**config.mk**
```make
export PLATFORM = sky130hd
export DESIGN_NAME = sync_barrier
export DESIGN_NICKNAME = d
export VERILOG_FILES = /design/src/rtl/sync_barrier_pkg.sv /design/src/rtl/barrier_timer.sv /design/src/rtl/sync_barrier.sv
export SDC_FILE = /design/constraint.sdc
export NUM_CORES = 1
export LEC_CHECK = 0
export CAP_MARGIN = 20
export CORE_MARGIN = 5
export CORE_UTILIZATION = 48
export DETAILED_ROUTE_END_ITERATION = 7
export GPL_TIMING_DRIVEN = 0
export PLACE_DENSITY_LB_ADDON = 0.15
export REMOVE_ABC_BUFFERS = 1
export SLEW_MARGIN = 20
export SYNTH_ARGS = -nofsm -noshare
export SYNTH_HDL_FRONTEND = slang
export SYNTH_HIERARCHICAL = 1
export SYNTH_SLANG_ARGS = --single-unit
```
**constraint.sdc**
```tcl
create_clock -name clk -period 4.2 [get_ports clk]
set_input_delay 0.63 -clock clk [delete_from_list [all_inputs] [get_ports clk]]
set_output_delay 0.63 -clock clk [all_outputs]
set_load 0.1 [all_outputs]
```
**src/rtl/sync_barrier_pkg.sv**
```systemverilog
// Shared accelerator package: barrier controller state encoding.
package sync_barrier_pkg;

    typedef enum logic [1:0] {
        ST_IDLE    = 2'd0,
        ST_RUN     = 2'd1,
        ST_RELEASE = 2'd2,
        ST_DONE    = 2'd3
    } barrier_state_t;

endpackage

```
**src/rtl/barrier_timer.sv**
```systemverilog
// Barrier timeout counter; expired is high while the count sits at all ones.
// Only instantiated when SYNC_TIMEOUT_EN is defined.
module barrier_timer #(
    parameter int TIMEOUT_W = 16
) (
    input  logic clk,
    input  logic rst_n,
    input  logic count_en,
    input  logic clear,
    output logic expired
);

    logic [TIMEOUT_W-1:0] count;

    // clear wins over count_en; the count holds once it saturates
    always_ff @(posedge clk or negedge rst_n) begin
        if (!rst_n) begin
            count <= '0;
        end else if (clear) begin
            count <= '0;
        end else if (count_en && !expired) begin
            count <= count + 1'b1;
        end
    end

    assign expired = &count;

endmodule

```
**src/rtl/sync_barrier.sv**
```systemverilog
// Barrier and kernel-completion controller for NUM_CORES cores.
// Optional barrier timeout is enabled by defining SYNC_TIMEOUT_EN.
module sync_barrier
    import sync_barrier_pkg::*;
#(
    parameter int NUM_CORES = 4,
    parameter int TIMEOUT_W = 16
) (
    input  logic                 clk,
    input  logic                 rst_n,
    input  logic                 start,
    input  logic [NUM_CORES-1:0] sync_req,
    input  logic [NUM_CORES-1:0] exit_req,
    output logic [NUM_CORES-1:0] sync_release,
    output logic [NUM_CORES-1:0] core_active,
    output logic [NUM_CORES-1:0] arrived,
    output logic                 busy,
    output logic                 kernel_done,
    output logic                 timeout_err,
    output barrier_state_t       dbg_state
);

    barrier_state_t       state, state_n;
    logic [NUM_CORES-1:0] active_n, arrived_n, release_n;
    logic                 done_n;
    logic                 timeout_fire;

    always_comb begin
        state_n   = state;
        active_n  = core_active;
        arrived_n = arrived;
        release_n = '0;
        done_n    = 1'b0;
        case (state)
            ST_IDLE: begin
                if (start) begin
                    state_n   = ST_RUN;
                    active_n  = '1;
                    arrived_n = '0;
                end
            end
            ST_RUN: begin
                // an exit in the same cycle as a sync drops the core from both masks
                active_n  = core_active & ~exit_req;
                arrived_n = (arrived | sync_req) & active_n;
                if (active_n == '0) begin
                    state_n = ST_DONE;
                    done_n  = 1'b1;
                end else if ((arrived_n == active_n) || timeout_fire) begin
                    state_n   = ST_RELEASE;
                    release_n = arrived_n;
                end
            end
            ST_RELEASE: begin
                // sync_req is still high from the released cores; ignore it here
                active_n  = core_active & ~exit_req;
                arrived_n = '0;
                if (active_n == '0) begin
                    state_n = ST_DONE;
                    done_n  = 1'b1;
                end else begin
                    state_n = ST_RUN;
                end
            end
            ST_DONE: begin
                active_n  = '0;
                arrived_n = '0;
                state_n   = ST_IDLE;
            end
            default: begin
                state_n   = ST_IDLE;
                active_n  = '0;
                arrived_n = '0;
            end
        endcase
    end

    always_ff @(posedge clk or negedge rst_n) begin
        if (!rst_n) begin
            state        <= ST_IDLE;
            core_active  <= '0;
            arrived      <= '0;
            sync_release <= '0;
            kernel_done  <= 1'b0;
            busy         <= 1'b0;
        end else begin
            state        <= state_n;
            core_active  <= active_n;
            arrived      <= arrived_n;
            sync_release <= release_n;
            kernel_done  <= done_n;
            busy         <= (state_n != ST_IDLE);
        end
    end

    assign dbg_state = state;

`ifdef SYNC_TIMEOUT_EN
    logic tmo_count_en, tmo_clear, tmo_expired;

    assign tmo_count_en = (state == ST_RUN) && (arrived != '0);
    assign tmo_clear    = (state != ST_RUN) || (state_n == ST_RELEASE);
    assign timeout_fire = (state == ST_RUN) && tmo_expired;

    barrier_timer #(
        .TIMEOUT_W (TIMEOUT_W)
    ) u_timer (
        .clk      (clk),
        .rst_n    (rst_n),
        .count_en (tmo_count_en),
        .clear    (tmo_clear),
        .expired  (tmo_expired)
    );

    // sticky until the next accepted start
    always_ff @(posedge clk or negedge rst_n) begin
        if (!rst_n) begin
            timeout_err <= 1'b0;
        end else if ((state == ST_IDLE) && start) begin
            timeout_err <= 1'b0;
        end else if (timeout_fire && (state_n == ST_RELEASE)) begin
            timeout_err <= 1'b1;
        end
    end
`else
    logic [TIMEOUT_W-1:0] unused_tmo_count;

    assign unused_tmo_count = '0;
    assign timeout_fire     = 1'b0;
    assign timeout_err      = 1'b0;
`endif

endmodule
```
==> metrics.csv, run 1 <==
metric;value;unit
Ports;28;
CTS tree;yes;
final period utilization;60.3;%
main flop type after synthesis;dfrtp_1;
Post-synth top cells;dfrtp_1 (16), a21oi_1 (9), nor2_1 (8);
cts bufs inserted;3;
Worst path slowest cell;clkdlybuf4s50_1;
Root Buffer;clkbuf_4;
gr usage total;14.3;%
WP data required;3570;ps
synth top area cells;dfrtp_1 (47%), ha_1 (7.3%), a21oi_1 (5.2%);
fin crit period;2530;ps
Max-Slew Margin vs Limit;35.2;%
sequential-to-total area share from yosys stat;46.6;%
post-CTS setup buffers;0;
Area Overhead vs Synth;35.3;%
class of the worst hold path;reg2reg;
first-pass GRT wire length;2.92;mm
Syn. warnings;6;
row cnt;15;
via count;666;
# clock sinks;16;
startpoint types;flop;
Die Wd;52.3;um
DR top layer;met4;
Max Cap Violations;0;
R2R setup slack;2500;ps
Setup Skew;0.713;ps
worst r2r src;dbg_state[1]$_DFF_PN0_;
final wirelength;1.70;mm
share of cells above drive strength 1;12.6;%
outcome;finished clean;
distinct cell type count after synthesis;29;
CP arrival;1900;ps
area of the die;0.00273;mm2
largest net degree at the start of global routing;17;
DRT iter0 DRCs;12;
post-route ant nets;0;
max-slew violations;0;
Final setup viols;0;
Skew-Pair Late Insertion Delay;280;ps
routability cong.;0.797;
# fillers;141;
met1 WL;816;um
die height;52.3;um
number of vias per cell;4.90;
#FFs+latches synth;16;
CP Capture Point;dbg_state[1];
Nets;129;
detailed placement HPWL;1.32;mm
Starting Density;50.3;%
Worst Path Buf+Inv;1;
Mapped Cells;84;
Mapped Area;858;um2
critical-path cell list;clkdlybuf4s50_1;
Min-Delay Startpoint;arrived[3]$_DFFE_PN0P_;
detailed-route DRC error count;0;
post-cts repair resize count;0;
RSZ-0062 raised after global routing;no;
Buffers on Ports;26;
Clock H-tree levels;1;
Crit Path Class;reg2out;
Synth area leader;dfrtp_1;
DRT Pass-1 Iters;3;
setup_tns;0;ps
Hold Vio Cnt, Final;0;
initial antenna violation count;0;
CTS max path bufs;2;
number of synthesized flops with an enable pin;0;
met2 WL;769;um
routed len/inst;12.5;um
worst-path maximum fanout;5;
top-count cell post-synth;dfrtp_1;
Core Box Area;0.00171;mm2
r2r worst-path depth;6;
GRT Residual Overflow;0;
post-synth top area share;46.6;%
Slew @ Worst Pin;968;ps
CP Depth;1;
clock slew at reported path FFs;80;ps
hold_ws;520;ps
Async SR Flop Fraction;100;%
Crit. End Element;output port;
cell family with the largest share of critical-path delay;buffers and inverters;
FMAX;395;MHz
Met3 Wirelength;90;um
Post-CTS Hold Fix Bufs;0;
Crit. Startpoint;dbg_state[1]$_DFF_PN0_;
FF-to-FF End;busy$_DFF_PN0_;
n_diodes;0;
Post-Syn Area per Cell;10.2;um2
vias in the first global route;652;
largest stage delay on the critical path;1170;ps
logic make-up after synthesis:
group	count (synthesis)	share of synthesized area, %
DFF	16	46.6
buffers and inverters	5	2.62
adders and majority gates	5	7.29
AOI/OAI and AO/OA	21	16.5
other	1	0.437
and+or+nand+nor	36	26.5
state kept, by name (all words and copies together) (netlist names):
name	flops
core_active	4
dbg_state	2
sync_release	4
arrived	4
kernel_done	1
busy	1
final cells by class:
type                    count  area, um2  share of cell area, %
repair buffers             26        260                   22.4
clock buffers               3       22.5                   1.94
well taps                  25       31.3                   2.69
inverters                   3       11.3                  0.970
flip-flops and latches     16        400                   34.5
multi-input cells          63        435                   37.5
cell usage in the layout (no fill, tap or decap), types with 2 or more instances in the layout:
master           count
a21oi_1              9
a22oi_2              2
clkbuf_4             3
clkdlybuf4s50_1     26
dfrtp_1             16
ha_1                 5
inv_1                3
nand2_1              5
nand2b_1             2
nor2_1               8
nor2_2               2
nor2b_1              5
nor2b_4              3
nor3b_1              4
o21ai_0              4
metrics by stage:
stage | instances | worst slack (ps) | utilization (%) | area (um2)
floorplan | 82 | 1960 | - | 847
global placement | 133 | 1990 | 66.7 | 1140
detailed placement | 133 | 1980 | 66.7 | 1140
CTS | 136 | 1660 | 68.0 | 1160
global route | 136 | 1600 | 68.0 | 1160
finish | 136 | 1670 | 68.0 | 1160
metal layers:
| layer | vias to the layer above | track usage [%] |
|---|---|---|
| met5 | - | 0 |
| met4 | 0 | 5.11 |
| met1 | 302 | 20.3 |
| met3 | 4 | 3.13 |
| li1 | 343 | - |
| met2 | 17 | 21.1 |
how the worst min path moves through the flow:
stage,cells past startpoint,end
floorplan,0,arrived[0]$_DFFE_PN0P_
global placement,2,arrived[3]$_DFFE_PN0P_
detailed placement,2,arrived[3]$_DFFE_PN0P_
CTS,2,arrived[3]$_DFFE_PN0P_
global route,2,core_active[2]$_DFFE_PN0P_
finish,2,arrived[3]$_DFFE_PN0P_
Power of run 1 is left out: the tool's default activity adds up to more than one toggle a clock period on the data nets, which glitch-free logic cannot reach.
==> run 2, diff against run 1 <==
Settings changed: CORE_UTILIZATION 48 to 40.
Clock period 4.2 ns to 2.31 ns, I/O delays scaled along.
==> run 2 against run 1 <==
Cell area grew 1.4%. Register-to-register slack got worse by 1900 ps. Global-route usage fell by 1.7 points. Critical path depth did not move. Die area rose by 16%.
==> metrics.csv, run 2 (synthesis gave the netlist of run 1 again) <==
metric;value;unit;change
Starting Density;42.9;%;-7.4 points
gr usage total;12.5;%;-1.7 points
detailed-route DRC error count;0;;unchanged
Max Cap Violations;0;;unchanged
cts bufs inserted;3;;unchanged
largest stage delay on the critical path;1170;ps;about the same
DRT Pass-1 Iters;4;;+1
most frequent cells in the layout;clkdlybuf4s50_1 (26), dfrtp_1 (16), a21oi_1 (9), nor2_1 (8);;
# fillers;169;;+20%
CTS max path bufs;2;;unchanged
DRT iter0 DRCs;9;;-3
routability cong.;0.827;;+3.8%
Core Box Area;0.00200;mm2;+17%
outcome;finished clean;;
first-pass GRT wire length;3.14;mm;+7.6%
Setup Skew;1.34;ps;+0.626 ps
Post-CTS Hold Fix Bufs;0;;unchanged
Die Wd;56.3;um;+7.7%
WP data required;1960;ps;-1610 ps
max-slew violations;0;;unchanged
RSZ-0062 raised after global routing;no;;
Clock H-tree levels;1;;unchanged
CP arrival;1900;ps;about the same
initial antenna violation count;0;;unchanged
row cnt;16;;+1
Crit. Startpoint;dbg_state[1]$_DFF_PN0_;;
post-cts repair resize count;0;;unchanged
class of the worst hold path;in2async;;
Nets;129;;unchanged
Root Buffer;clkbuf_4;;
detailed placement HPWL;1.43;mm;+8.3%
Hold Vio Cnt, Final;0;;unchanged
FMAX;446;MHz;
final period utilization;97.1;%;
Worst path slowest cell;clkdlybuf4s50_1;;
Slew @ Worst Pin;972;ps;+3.15 ps
via count;703;;+5.6%
Ports;28;;unchanged
post-CTS setup buffers;0;;unchanged
n_diodes;0;;unchanged
critical-path cell list;clkdlybuf4s50_1;;
FF-to-FF End;core_active[0]$_DFFE_PN0P_;;
setup_tns;0;ps;unchanged
Crit. End Element;output port;;
Worst Path Buf+Inv;1;;unchanged
R2R setup slack;600;ps;-1900 ps
post-route ant nets;0;;unchanged
biggest regs;arrived x4, core_active x4, sync_release x4;;
largest net degree at the start of global routing;17;;unchanged
area of the die;0.00317;mm2;+16%
startpoint types;flop;;
Final setup viols;0;;unchanged
clock slew at reported path FFs;90;ps;about the same
# clock sinks;16;;unchanged
die height;56.3;um;+7.7%
number of vias per cell;5.06;;+3.3%
share of cells above drive strength 1;13.4;%;+0.78 points
CTS tree;yes;;
Max-Slew Margin vs Limit;35.0;%;-0.21 points
Buffers on Ports;26;;unchanged
r2r worst-path depth;5;;-1
Area Overhead vs Synth;37.2;%;
vias in the first global route;708;;+8.6%
worst r2r src;dbg_state[1]$_DFF_PN0_;;
GRT Residual Overflow;0;;unchanged
commonest non-fill, non-tap cell in the layout;clkdlybuf4s50_1;;
Crit Path Class;reg2out;;
Skew-Pair Late Insertion Delay;290;ps;about the same
worst-path maximum fanout;5;;unchanged
fin crit period;2240;ps;
final wirelength;1.86;mm;+9.2%
routed len/inst;13.4;um;+6.8%
cell family with the largest share of critical-path delay;buffers and inverters;;
DP Worst Slack;392;ps;-1590 ps
post-route setup slack;67.0;ps;-1600 ps
[run 2: cell count changes in the layout (fill, tap and decap cells not counted)]
cell,previous run,this run
clkbuf_8,0,1
[run 2: cell type report]
type / count / area (um2) / area share (%)
clock buffer: 4 / 36.3 / 3.08
inverter: 3 / 11.3 / 0.956
multi-input combinational: 63 / 435 / 37.0
sequential: 16 / 400 / 34.0
tap: 27 / 33.8 / 2.87
timing repair buffer: 26 / 260 / 22.1
[run 2: how the worst max path moves through the flow]
stage,end,cells after the start
floorplan,busy$_DFF_PN0_,6
global placement,dbg_state[1],1
detailed placement,dbg_state[1],1
CTS,dbg_state[1],1
global route,dbg_state[1],1
finish,dbg_state[1],1
[run 2: layer usage]
layer / track usage, % / vias up / share of wire [%]
met5: 0 / - / 0
met4: 4.07 / 0 / 1.5
met3: 6.19 / 4 / 7.3
met2: 21.2 / 21 / 47
met1: 13.6 / 337 / 44
li1: - / 341 / -
[run 2: metrics by stage]
| stage | hold WS [ps] | std cells | instance area (um2) | utilization [%] |
|---|---|---|---|---|
| finish | 474 | 139 | 1180 | 58.8 |
| global route | 544 | 139 | 1180 | 58.8 |
| CTS | 500 | 139 | 1180 | 58.8 |
| detailed placement | 519 | 135 | 1140 | 57.0 |
| global placement | 505 | 135 | 1140 | 57.0 |
| floorplan | 50.9 | 82 | 847 | - |
Power of run 2 is left out for the same reason.
==> run 3, diff against run 2 <==
Settings changed: CAP_MARGIN 20 to 10.
==> results of run 3 <==
The final DEF is identical to that of run 2; final timing and power are the same.
Power of run 3 is left out for the same reason.
